`config.mk`:
```
export PLATFORM = sky130hd
export DESIGN_NAME = dsp_mac_slice_flat
export DESIGN_NICKNAME = d
export VERILOG_FILES = /design/src/rtl/dsp_slice_pkg.sv /design/src/rtl/dsp_mac_slice_if.sv /design/src/rtl/dsp_preadd_mult.sv /design/src/rtl/dsp_mac_slice.sv /design/src/flat_wrapper.sv
export SDC_FILE = /design/constraint.sdc
export NUM_CORES = 2
export LEC_CHECK = 0
export CORE_MARGIN = 8
export CORE_UTILIZATION = 40
export DETAILED_ROUTE_END_ITERATION = 7
export HOLD_SLACK_MARGIN = 0.12
export SLEW_MARGIN = 15
export SYNTH_ARGS = -nofsm -noshare
export SYNTH_HDL_FRONTEND = slang
export SYNTH_SLANG_ARGS = --single-unit
```
`constraint.sdc`:
```
create_clock -name clk -period 28.6 [get_ports clk]
set_input_delay 5.72 -clock clk [delete_from_list [all_inputs] [get_ports clk]]
set_output_delay 5.72 -clock clk [all_outputs]
set_load 0.005 [all_outputs]
```
`src/rtl/dsp_slice_pkg.sv`:
```
// Shared constants and types for the DSP MAC slice: OPMODE field positions,
// X/Z multiplexer encodings and the product-width helper.
package dsp_slice_pkg;

  localparam int OP_X_LSB    = 0;
  localparam int OP_Z_LSB    = 2;
  localparam int OP_PRE_EN   = 4;
  localparam int OP_PRE_SUB  = 5;
  localparam int OP_POST_SUB = 6;
  localparam int OP_CIN_EN   = 7;

  typedef enum logic [1:0] {
    X_ZERO = 2'b00,
    X_M    = 2'b01,
    X_P    = 2'b10,
    X_DAB  = 2'b11
  } x_sel_e;

  typedef enum logic [1:0] {
    Z_ZERO = 2'b00,
    Z_PCIN = 2'b01,
    Z_P    = 2'b10,
    Z_C    = 2'b11
  } z_sel_e;

  // A times a (B_W+1)-bit pre-adder result needs one extra bit over A_W+B_W.
  function automatic int prod_w(input int a_w, input int b_w);
    return a_w + b_w + 1;
  endfunction

endpackage

```
`src/rtl/dsp_mac_slice_if.sv`:
```
// Operand/result bundle of the DSP MAC slice; the master drives operands and
// the slice (slave) returns the result, cascade and status outputs.
interface dsp_mac_slice_if
#(
  parameter int A_W = 18,
  parameter int B_W = 18,
  parameter int C_W = 48,
  parameter int P_W = 48
);
  import dsp_slice_pkg::*;

  logic                                 CE;
  logic                                 in_valid;
  logic signed [A_W-1:0]                A;
  logic signed [B_W-1:0]                B;
  logic signed [B_W-1:0]                D;
  logic signed [C_W-1:0]                C;
  logic signed [P_W-1:0]                PCIN;
  logic                                 CARRYIN;
  logic        [7:0]                    OPMODE;
  logic signed [P_W-1:0]                P;
  logic signed [P_W-1:0]                PCOUT;
  logic signed [prod_w(A_W, B_W)-1:0]   M;
  logic signed [B_W-1:0]                BCOUT;
  logic                                 CARRYOUT;
  logic                                 out_valid;
  logic                                 OVF;

  modport master (
    output CE, in_valid, A, B, D, C, PCIN, CARRYIN, OPMODE,
    input  P, PCOUT, M, BCOUT, CARRYOUT, out_valid, OVF
  );

  modport slave (
    input  CE, in_valid, A, B, D, C, PCIN, CARRYIN, OPMODE,
    output P, PCOUT, M, BCOUT, CARRYOUT, out_valid, OVF
  );

endinterface

```
`src/rtl/dsp_preadd_mult.sv`:
```
// Pre-adder and signed multiplier stage of the MAC slice, with optional product
// register (MREG) and the registered pre-adder output driven onto BCOUT.
module dsp_preadd_mult
  import dsp_slice_pkg::*;
#(
  parameter int A_W  = 18,
  parameter int B_W  = 18,
  parameter int MREG = 1
) (
  input  logic                               clk,
  input  logic                               rst,
  input  logic                               ce,
  input  logic                               ld,
  input  logic signed [A_W-1:0]              a,
  input  logic signed [B_W-1:0]              b,
  input  logic signed [B_W-1:0]              d,
  input  logic                               pre_en,
  input  logic                               pre_sub,
  output logic signed [prod_w(A_W, B_W)-1:0] m,
  output logic signed [B_W-1:0]              bcout
);
  localparam int M_W = prod_w(A_W, B_W);

  logic signed [B_W:0]   b_x, d_x, bp;
  logic signed [M_W-1:0] a_m, bp_m, prod;
  logic signed [B_W-1:0] bcout_p2_q, bcout_p2_d;

  always_comb begin
    b_x  = (B_W+1)'(b);
    d_x  = (B_W+1)'(d);
    bp   = b_x;
    if (pre_en) bp = pre_sub ? (d_x - b_x) : (d_x + b_x);
    a_m  = M_W'(a);
    bp_m = M_W'(bp);
    prod = a_m * bp_m;
    bcout_p2_d = bcout_p2_q;
    if (ce && ld) bcout_p2_d = bp[B_W-1:0];
  end

  // ---- S2 register boundary ----
  always_ff @(posedge clk) begin
    if (rst) bcout_p2_q <= '0;
    else     bcout_p2_q <= bcout_p2_d;
  end

  assign bcout = bcout_p2_q;

  generate
    if (MREG != 0) begin : g_mreg
      logic signed [M_W-1:0] m_p2_q, m_p2_d;

      always_comb begin
        m_p2_d = m_p2_q;
        if (ce && ld) m_p2_d = prod;
      end

      always_ff @(posedge clk) begin
        if (rst) m_p2_q <= '0;
        else     m_p2_q <= m_p2_d;
      end

      assign m = m_p2_q;
    end else begin : g_nomreg
      assign m = prod;
    end
  endgenerate

endmodule

```
`src/rtl/dsp_mac_slice.sv`:
```
// DSP MAC slice top: input registers, pre-add/multiply, post-adder/accumulator
// with valid tracking and sticky overflow. Define DSP_SAT_EN for saturation.
module dsp_mac_slice
  import dsp_slice_pkg::*;
#(
  parameter int A_W  = 18,
  parameter int B_W  = 18,
  parameter int C_W  = 48,
  parameter int P_W  = 48,
  parameter int MREG = 1
) (
  input logic            clk,
  input logic            RST,
  dsp_mac_slice_if.slave bus
);
  localparam int M_W   = prod_w(A_W, B_W);
  localparam int DAB_W = 2*B_W + A_W;

  logic signed [A_W-1:0] a_p1_q, a_p1_d;
  logic signed [B_W-1:0] b_p1_q, b_p1_d, d_p1_q, d_p1_d;
  logic signed [C_W-1:0] c_p1_q, c_p1_d;
  logic signed [P_W-1:0] pcin_p1_q, pcin_p1_d;
  logic                  cin_p1_q, cin_p1_d;
  logic        [7:0]     op_p1_q, op_p1_d;
  logic                  vld_p1_q, vld_p1_d;

  // Data registers only load on a valid beat so M/BCOUT keep the last result.
  always_comb begin
    a_p1_d    = a_p1_q;
    b_p1_d    = b_p1_q;
    d_p1_d    = d_p1_q;
    c_p1_d    = c_p1_q;
    pcin_p1_d = pcin_p1_q;
    cin_p1_d  = cin_p1_q;
    op_p1_d   = op_p1_q;
    vld_p1_d  = vld_p1_q;
    if (bus.CE) begin
      vld_p1_d = bus.in_valid;
      if (bus.in_valid) begin
        a_p1_d    = bus.A;
        b_p1_d    = bus.B;
        d_p1_d    = bus.D;
        c_p1_d    = bus.C;
        pcin_p1_d = bus.PCIN;
        cin_p1_d  = bus.CARRYIN;
        op_p1_d   = bus.OPMODE;
      end
    end
  end

  // ---- S1 register boundary ----
  always_ff @(posedge clk) begin
    if (RST) begin
      a_p1_q    <= '0;
      b_p1_q    <= '0;
      d_p1_q    <= '0;
      c_p1_q    <= '0;
      pcin_p1_q <= '0;
      cin_p1_q  <= 1'b0;
      op_p1_q   <= '0;
      vld_p1_q  <= 1'b0;
    end else begin
      a_p1_q    <= a_p1_d;
      b_p1_q    <= b_p1_d;
      d_p1_q    <= d_p1_d;
      c_p1_q    <= c_p1_d;
      pcin_p1_q <= pcin_p1_d;
      cin_p1_q  <= cin_p1_d;
      op_p1_q   <= op_p1_d;
      vld_p1_q  <= vld_p1_d;
    end
  end

  logic signed [M_W-1:0] m_s3;
  logic signed [B_W-1:0] bcout;

  dsp_preadd_mult #(
    .A_W (A_W),
    .B_W (B_W),
    .MREG(MREG)
  ) u_preadd_mult (
    .clk    (clk),
    .rst    (RST),
    .ce     (bus.CE),
    .ld     (vld_p1_q),
    .a      (a_p1_q),
    .b      (b_p1_q),
    .d      (d_p1_q),
    .pre_en (op_p1_q[OP_PRE_EN]),
    .pre_sub(op_p1_q[OP_PRE_SUB]),
    .m      (m_s3),
    .bcout  (bcout)
  );

  x_sel_e             xsel_p1, xsel_s3;
  z_sel_e             zsel_p1, zsel_s3;
  logic               sub_p1, sub_s3, cine_p1, cin_s3, vld_s3;
  logic [DAB_W-1:0]   dab_p1, dab_s3;
  logic signed [C_W-1:0] c_s3;
  logic signed [P_W-1:0] pcin_s3;

  assign xsel_p1 = x_sel_e'(op_p1_q[OP_X_LSB +: 2]);
  assign zsel_p1 = z_sel_e'(op_p1_q[OP_Z_LSB +: 2]);
  assign sub_p1  = op_p1_q[OP_POST_SUB];
  assign cine_p1 = op_p1_q[OP_CIN_EN] & cin_p1_q;
  assign dab_p1  = {d_p1_q, a_p1_q, b_p1_q};

  // Post-adder controls follow the product so they stay aligned with M.
  generate
    if (MREG != 0) begin : g_ctl_p2
      x_sel_e                xsel_p2_q, xsel_p2_d;
      z_sel_e                zsel_p2_q, zsel_p2_d;
      logic                  sub_p2_q, sub_p2_d, cin_p2_q, cin_p2_d;
      logic                  vld_p2_q, vld_p2_d;
      logic [DAB_W-1:0]      dab_p2_q, dab_p2_d;
      logic signed [C_W-1:0] c_p2_q, c_p2_d;
      logic signed [P_W-1:0] pcin_p2_q, pcin_p2_d;

      always_comb begin
        xsel_p2_d = xsel_p2_q;
        zsel_p2_d = zsel_p2_q;
        sub_p2_d  = sub_p2_q;
        cin_p2_d  = cin_p2_q;
        dab_p2_d  = dab_p2_q;
        c_p2_d    = c_p2_q;
        pcin_p2_d = pcin_p2_q;
        vld_p2_d  = vld_p2_q;
        if (bus.CE) begin
          vld_p2_d = vld_p1_q;
          if (vld_p1_q) begin
            xsel_p2_d = xsel_p1;
            zsel_p2_d = zsel_p1;
            sub_p2_d  = sub_p1;
            cin_p2_d  = cine_p1;
            dab_p2_d  = dab_p1;
            c_p2_d    = c_p1_q;
            pcin_p2_d = pcin_p1_q;
          end
        end
      end

      // ---- S2 register boundary ----
      always_ff @(posedge clk) begin
        if (RST) begin
          xsel_p2_q <= X_ZERO;
          zsel_p2_q <= Z_ZERO;
          sub_p2_q  <= 1'b0;
          cin_p2_q  <= 1'b0;
          dab_p2_q  <= '0;
          c_p2_q    <= '0;
          pcin_p2_q <= '0;
          vld_p2_q  <= 1'b0;
        end else begin
          xsel_p2_q <= xsel_p2_d;
          zsel_p2_q <= zsel_p2_d;
          sub_p2_q  <= sub_p2_d;
          cin_p2_q  <= cin_p2_d;
          dab_p2_q  <= dab_p2_d;
          c_p2_q    <= c_p2_d;
          pcin_p2_q <= pcin_p2_d;
          vld_p2_q  <= vld_p2_d;
        end
      end

      assign xsel_s3 = xsel_p2_q;
      assign zsel_s3 = zsel_p2_q;
      assign sub_s3  = sub_p2_q;
      assign cin_s3  = cin_p2_q;
      assign dab_s3  = dab_p2_q;
      assign c_s3    = c_p2_q;
      assign pcin_s3 = pcin_p2_q;
      assign vld_s3  = vld_p2_q;
    end else begin : g_ctl_p1
      assign xsel_s3 = xsel_p1;
      assign zsel_s3 = zsel_p1;
      assign sub_s3  = sub_p1;
      assign cin_s3  = cine_p1;
      assign dab_s3  = dab_p1;
      assign c_s3    = c_p1_q;
      assign pcin_s3 = pcin_p1_q;
      assign vld_s3  = vld_p1_q;
    end
  endgenerate

  logic signed [P_W-1:0] p_p3_q, p_p3_d;
  logic                  co_p3_q, co_p3_d, ovf_q, ovf_d, vld_p3_q, vld_p3_d;
  logic signed [P_W-1:0] x_val, z_val, res;
  logic        [P_W:0]   raw;
  logic signed [P_W+1:0] ext_x, ext_z, ext_cin, ext;
  logic                  co_now, ovf_now;

  // raw gives the unsigned carry/borrow; ext is the exact signed result used
  // to detect overflow of the P_W-bit value.
  always_comb begin
    case (xsel_s3)
      X_M:     x_val = P_W'(m_s3);
      X_P:     x_val = p_p3_q;
      X_DAB:   x_val = P_W'(dab_s3);
      default: x_val = '0;
    endcase
    case (zsel_s3)
      Z_PCIN:  z_val = pcin_s3;
      Z_P:     z_val = p_p3_q;
      Z_C:     z_val = P_W'(c_s3);
      default: z_val = '0;
    endcase
    ext_x   = (P_W+2)'(x_val);
    ext_z   = (P_W+2)'(z_val);
    ext_cin = {{(P_W+1){1'b0}}, cin_s3};
    if (sub_s3) begin
      raw = {1'b0, z_val} - {1'b0, x_val} - {{P_W{1'b0}}, cin_s3};
      ext = ext_z - ext_x - ext_cin;
    end else begin
      raw = {1'b0, z_val} + {1'b0, x_val} + {{P_W{1'b0}}, cin_s3};
      ext = ext_z + ext_x + ext_cin;
    end
    res     = raw[P_W-1:0];
    co_now  = raw[P_W];
    ovf_now = (ext != (P_W+2)'(res));
`ifdef DSP_SAT_EN
    if (ovf_now) begin
      res    = ext[P_W+1] ? {1'b1, {(P_W-1){1'b0}}} : {1'b0, {(P_W-1){1'b1}}};
      co_now = 1'b0;
    end
`endif

    p_p3_d   = p_p3_q;
    co_p3_d  = co_p3_q;
    ovf_d    = ovf_q;
    vld_p3_d = bus.CE & vld_s3;
    if (bus.CE && vld_s3) begin
      p_p3_d  = res;
      co_p3_d = co_now;
      ovf_d   = ovf_q | ovf_now;
    end
  end

  // ---- S3 register boundary ----
  always_ff @(posedge clk) begin
    if (RST) begin
      p_p3_q   <= '0;
      co_p3_q  <= 1'b0;
      ovf_q    <= 1'b0;
      vld_p3_q <= 1'b0;
    end else begin
      p_p3_q   <= p_p3_d;
      co_p3_q  <= co_p3_d;
      ovf_q    <= ovf_d;
      vld_p3_q <= vld_p3_d;
    end
  end

  assign bus.P         = p_p3_q;
  assign bus.PCOUT     = p_p3_q;
  assign bus.M         = m_s3;
  assign bus.BCOUT     = bcout;
  assign bus.CARRYOUT  = co_p3_q;
  assign bus.out_valid = vld_p3_q;
  assign bus.OVF       = ovf_q;

endmodule
```
`src/flat_wrapper.sv`:
```
// flat-port wrapper written by rule: the top's interface ports become plain ports
module dsp_mac_slice_flat import dsp_slice_pkg::*;
#(
  parameter int A_W  = 18,
  parameter int B_W  = 18,
  parameter int C_W  = 48,
  parameter int P_W  = 48,
  parameter int MREG = 1
)
  (clk, RST, bus_CE, bus_in_valid, bus_A, bus_B, bus_D, bus_C, bus_PCIN, bus_CARRYIN, bus_OPMODE, bus_P, bus_PCOUT, bus_M, bus_BCOUT, bus_CARRYOUT, bus_out_valid, bus_OVF);
  dsp_mac_slice_if #(.A_W(A_W), .B_W(B_W), .C_W(C_W), .P_W(P_W)) bus_i ();
  input logic clk;
  input logic RST;
  input wire logic [$bits(bus_i.CE)-1:0] bus_CE;
  input wire logic [$bits(bus_i.in_valid)-1:0] bus_in_valid;
  input wire logic [$bits(bus_i.A)-1:0] bus_A;
  input wire logic [$bits(bus_i.B)-1:0] bus_B;
  input wire logic [$bits(bus_i.D)-1:0] bus_D;
  input wire logic [$bits(bus_i.C)-1:0] bus_C;
  input wire logic [$bits(bus_i.PCIN)-1:0] bus_PCIN;
  input wire logic [$bits(bus_i.CARRYIN)-1:0] bus_CARRYIN;
  input wire logic [$bits(bus_i.OPMODE)-1:0] bus_OPMODE;
  output wire logic [$bits(bus_i.P)-1:0] bus_P;
  output wire logic [$bits(bus_i.PCOUT)-1:0] bus_PCOUT;
  output wire logic [$bits(bus_i.M)-1:0] bus_M;
  output wire logic [$bits(bus_i.BCOUT)-1:0] bus_BCOUT;
  output wire logic [$bits(bus_i.CARRYOUT)-1:0] bus_CARRYOUT;
  output wire logic [$bits(bus_i.out_valid)-1:0] bus_out_valid;
  output wire logic [$bits(bus_i.OVF)-1:0] bus_OVF;
  assign bus_i.CE = bus_CE;
  assign bus_i.in_valid = bus_in_valid;
  assign bus_i.A = bus_A;
  assign bus_i.B = bus_B;
  assign bus_i.D = bus_D;
  assign bus_i.C = bus_C;
  assign bus_i.PCIN = bus_PCIN;
  assign bus_i.CARRYIN = bus_CARRYIN;
  assign bus_i.OPMODE = bus_OPMODE;
  assign bus_P = bus_i.P;
  assign bus_PCOUT = bus_i.PCOUT;
  assign bus_M = bus_i.M;
  assign bus_BCOUT = bus_i.BCOUT;
  assign bus_CARRYOUT = bus_i.CARRYOUT;
  assign bus_out_valid = bus_i.out_valid;
  assign bus_OVF = bus_i.OVF;
  dsp_mac_slice #(.A_W(A_W), .B_W(B_W), .C_W(C_W), .P_W(P_W), .MREG(MREG)) u_core (.clk(clk), .RST(RST), .bus(bus_i));
endmodule
```
**Word level (Yosys, flattened, before mapping)**

Index checks and enable logic that the tools add are counted.

- Flip-flop bits (word level): 417
- Output and inout bits: 154
- Logic and storage cells: 53

- Add/sub/neg operators: 10
- $mul: 1
- Eq/ne operators: 7
- Multiplexer cells: 6
- Bitwise gates (word level): 3
- Reduce and logical (&&, ||, !) cells: 4

Operators with widths:

| cell | number |
|---|---|
| 48-bit case mux with 3 select lines | 2 |
| 48-bit by 48-bit adder with 49-bit output | 2 |
| 48-bit by 48-bit subtractor with 49-bit output | 2 |
| 50-bit by 2-bit adder with 50-bit output | 1 |
| 50-bit 2-to-1 mux | 1 |
| 50-bit by 48-bit != test with 1-bit output | 1 |
| 50-bit by 2-bit subtractor with 50-bit output | 1 |
| 49-bit by 1-bit adder with 49-bit output | 1 |
| 49-bit 2-to-1 mux | 1 |
| 49-bit by 1-bit subtractor with 49-bit output | 1 |
| 19-bit 2-to-1 mux | 2 |
| 18-bit by 19-bit multiplier with 37-bit output | 1 |
| 18-bit by 18-bit adder with 19-bit output | 1 |
| 18-bit by 18-bit subtractor with 19-bit output | 1 |
| 2-bit == test (second input constant) | 4 |
| 2-bit by 1-bit == test with 1-bit output (second input constant) | 2 |
| 2-bit AND reduction | 2 |
| 1-bit bitwise AND | 2 |
| 1-bit logical AND | 2 |
| 1-bit OR | 1 |

**Logic depth before layout (Yosys ltp)**

- Depth in word-level cells: 7
- Depth in mapped cells: 44
- Mapped depth without buffers: 44

**Cells and area by module**

A second synthesis with hierarchy kept.

- Cell total of the unflattened synthesis: 4956
- Area, all modules: 38589.5 µm²

By module, submodules not included:

| module | times used | cells each | area each (µm²) | sequential area each (µm²) |
|---|---|---|---|---|
| dsp_mac_slice | 1 | 3073 | 22502.8 | 7247.0 |
| dsp_preadd_mult | 1 | 1883 | 16086.7 | 1101.1 |

**Worst setup path after synthesis**

Ideal clock, no wire load.

- Path type: register to register
- From: register u_core.op_p1_q[5]
- To: register u_core.u_preadd_mult.g_mreg.m_p2_q[36], in the netlist u_core.u_preadd_mult.m[36]
- Library setup time: 0.087 ns
- Arrival time: 9.702 ns
- Required time: 28.513 ns
- Slack: 18.811 ns
- Stages on the path, launching flop included: 42
- Path buffers: 2
- Cells stage by stage: dfxtp_1 -> clkbuf_1 -> buf_1 -> mux2i_1 -> ha_1 -> nor2b_1 -> o21ai_0 -> a21boi_0 -> o21ai_0 -> a21boi_0 -> o21ai_0 -> a21boi_0 -> o21ai_0 -> a21boi_0 -> o21ai_0 -> nand2_1 -> a21o_1 -> a211oi_1 -> [6 not listed] -> inv_1 -> fa_1 -> inv_1 -> fa_1 -> ha_1 -> and3_1 -> nand3_1 -> o21ai_0 -> a211oi_1 -> nor3_1 -> and3b_1 -> o41ai_1 -> a21o_1 -> nand4_1 -> a21boi_0 -> nor2_1 -> xnor2_1 -> o31ai_1

- Word-level cells in the longest chain between the ends: 3

Ends and longest elaborated chain:

| element | line | RTL |
|---|---|---|
| from (decl) | dsp_mac_slice.sv:24 | `logic [7:0] op_p1_q, op_p1_d;` |
| from (signal assigned) | dsp_mac_slice.sv:69 | `op_p1_q <= op_p1_d;` |
| 19-bit 2-to-1 mux (2 in series) | dsp_preadd_mult.sv:32 | `if (pre_en) bp = pre_sub ? (d_x - b_x) : (d_x + b_x);` |
| 18-bit by 19-bit multiplier with 37-bit output | dsp_preadd_mult.sv:35 | `prod = a_m * bp_m;` |
| to (signal assigned) | dsp_preadd_mult.sv:59 | `else m_p2_q <= m_p2_d;` |
| to (decl) | dsp_preadd_mult.sv:50 | `logic signed [M_W-1:0] m_p2_q, m_p2_d;` |

No other way between the ends.
A chain may end at the register's enable or synchronous reset.

**Final worst setup path**

Ends and elaborated chain as after synthesis.

==> flow_metrics.tcl <==
set metrics [dict create \
    status "finished, final reports clean" \
    post_cts_buffers 0 \
    cts_hold_buf 0 \
    area.growth.synth_to_final_pct 12.4 \
    max_cap_violations 0 \
    clock_path_buffers 3 \
    die_w_um 355 \
    drt-total-wl_mm 198 \
    fill_cells 11832 \
    p_per_area_nw_per_um2 30.5 \
    finalSetupTns_ps 0 \
    yosys_most_used_dff "dfxtp_1" \
    peakVddDrop_mv 0.0436 \
    period_minus_slack_ps 11270 \
    finalCritPeriodShare 0.394 \
    die_area_um2 126000 \
    ant_nets 0 \
    grt_max_degree 94 \
    synth_area_leaders "dfxtp_1 18%, fa_1 15%, nand2_1 8.7%, ha_1 8.4%, a21oi_1 7.0%" \
    clk_latency_ps 680 \
    synth.distinct_cells 104 \
    first_pass_iters 6 \
    crit_required_ps 29150 \
    drc 0 \
    dpl_worst_slack_ps 17520 \
    layout-drive-gt1-share 0.0561 \
    cp-end-kind "register" \
    finalPower_mw 1.58 \
    synth_edf_count 0 \
    drtIter0Drc 4992 \
    dpl.hpwl_mm 157 \
    fin_hold_ws_ps 411 \
    setup_violations 0 \
    post_cts_resize_count 0 \
    htree_levels 2 \
    yosysWarnings 0 \
    io_buffers 316 \
    grtUsageTotal 0.301 \
    yosysTopAreaCell "dfxtp_1" \
    gp_congestion 1.03 \
    ios 317 \
    worst-endpoint-arrival_ps 11820 \
    routedWlPerCell_um 25.8 \
    ys_seq_elements 417 \
    place_area_um2 50000 \
    cts_tree "yes" \
    fin_area_um2 51700 \
    syn_avg_cell_area_um2 7.58 \
    synth_commonest_cells "1063 x nand2_1, 641 x a21oi_1, 640 x inv_1" \
    grt_overflow 0 \
    vias 44617 \
    clkTransAtPathRegs_ps 60 \
    core-area_um2 114000 \
    relSlewSlack 0.119 \
    initial_utilization 0.403 \
    hold_violations 0 \
    cp_slowest_cell "dfxtp_1" \
    numCtsBuffers 49 \
    synth_seq_area_share 0.182 \
    worstSetupStartpointType "register" \
    synthesis.instances 6062 \
    critPathMaxStageDelay_ps 780 \
    max_freq_mhz 88.7 \
    crit_type "reg2reg" \
    cts_root_buffer "clkbuf_16" \
    synth_area_um2 46000 \
    fin_nets 6932 \
    grt_setup_unrepaired "no" \
    maxSlewViolCount 0 \
    worst_clock_skew_ps 51.0 \
    grt_pass1_vias 42486 \
    die_y_um 355 \
    fin_ws_ps 17330 \
    syn-num-nets 6877 \
    via_per_inst 5.82 \
    clock_sinks 417 \
    fp-row-count 124 \
    synthArstFlopShare 0 \
    crit_fanout 20 \
    antenna_found_initial 22 \
    synth_top_area_share 0.182 \
    grt_pass1_wl_mm 288 \
    leakagePower_nw 22.0 \
    tightestPinTransition_ps 1310 \
    hp-class "reg2reg" \
    synthMostInstantiatedCell "nand2_1" \
]
routing by layer:
layer,vias to the layer above,wire length [µm],GRT usage,share of wire
met4,10,7110,0.0995,0.036
met2,1989,82700,0.449,0.42
met5,-,70,0,0.00035
li1,20373,-,-,-
met1,21955,87000,0.427,0.44
met3,290,20700,0.0720,0.10
area by class of cell:
type,instances,area [µm²],area share
well taps,1512,1890,0.0366
clock buffers,65,1360,0.0263
diodes,9,22.5,0.000436
inverters,658,2470,0.0478
repair buffers,395,3760,0.0728
multi-input cells,4596,33500,0.649
clock inverters,20,289,0.00559
flip-flops and latches,417,8360,0.162
layout by cell type (no fill, tap or decap), types with 49 or more instances in the layout:
cell             synthesis  routed
a211oi_1                53      53
nand3_1                 92      92
clkdlybuf4s50_1          0     315
clkbuf_16                0      49
a31oi_1                 54      54
mux2_2                 107     107
fa_1                   345     345
ha_1                   307     307
xor2_1                  54      54
nor2_1                 324     324
a21o_1                  71      71
nand2_1               1063    1060
xnor2_1                249     249
a21oi_1                641     641
and2_1                 159     156
buf_4                   50      79
nor3_1                  99      99
inv_1                  640     640
nor2b_1                 66      64
o21ai_0                133     131
dfxtp_1                417     412
nor4_1                  52      52
metrics by stage:
| step | cells | utilization |
|---|---|---|
| after global placement | 7578 | 0.438 |
| after detailed placement | 7578 | 0.438 |
| final | 7672 | 0.452 |
| after CTS | 7663 | 0.452 |
| after floorplan | 6062 | - |
| after global routing | 7663 | 0.452 |
cells by family (layout without fill, tap and decap cells):
family,after synthesis,in the layout,synth area share
simple gates,2107,2107,0.211
compound gates,1409,1409,0.195
buf+inv,1049,1138,0.0906
fa+ha+maj,652,652,0.234
flops,417,417,0.182
xor+xnor,304,304,0.0582
mux,124,124,0.0299
other cells,0,9,0
sequential cells by signal (all words and copies together) (netlist names), 37 cells and up:
| name | count |
|---|---|
| u_core.u_preadd_mult.m | 37 |
| u_core.c_s3 | 48 |
| u_core.pcin_p1_q | 48 |
| u_core.g_ctl_p2.pcin_p2_q | 48 |
| u_core.c_p1_q | 48 |
| u_core.dab_s3 | 48 |
| u_core.bus.P | 48 |
final timing paths:
path | end | depth (start not counted) | from | slack [ps]
setup / recovery | u_core.u_preadd_mult.m[36] | 39 | u_core.op_p1_q[5] | 17330
hold / removal | u_core.c_s3[26] | 2 | u_core.c_p1_q[26] | 410
setup reg to reg | u_core.u_preadd_mult.m[36] | 39 | u_core.op_p1_q[5] | 17330
hold reg to reg | u_core.c_s3[26] | 2 | u_core.c_p1_q[26] | 410
report_power, final:
part           switching (mW)  internal (mW)
clock network           0.284          0.373
logic                   0.179          0.120
registers              0.0230          0.596
total                   0.487           1.09
critical path, delay by kind of cell, from the launching register on:
family                   cells  cell delay, ps
buffers and inverters        3             140
AO/OA/AOI/OAI               15            4090
flip-flops                   1             780
adder cells (fa/ha/maj)      8            3730
multiplexers                 1             520
XOR/XNOR                     3             440
AND/OR/NAND/NOR              9            1470
Power figures use the tool's default switching activity.
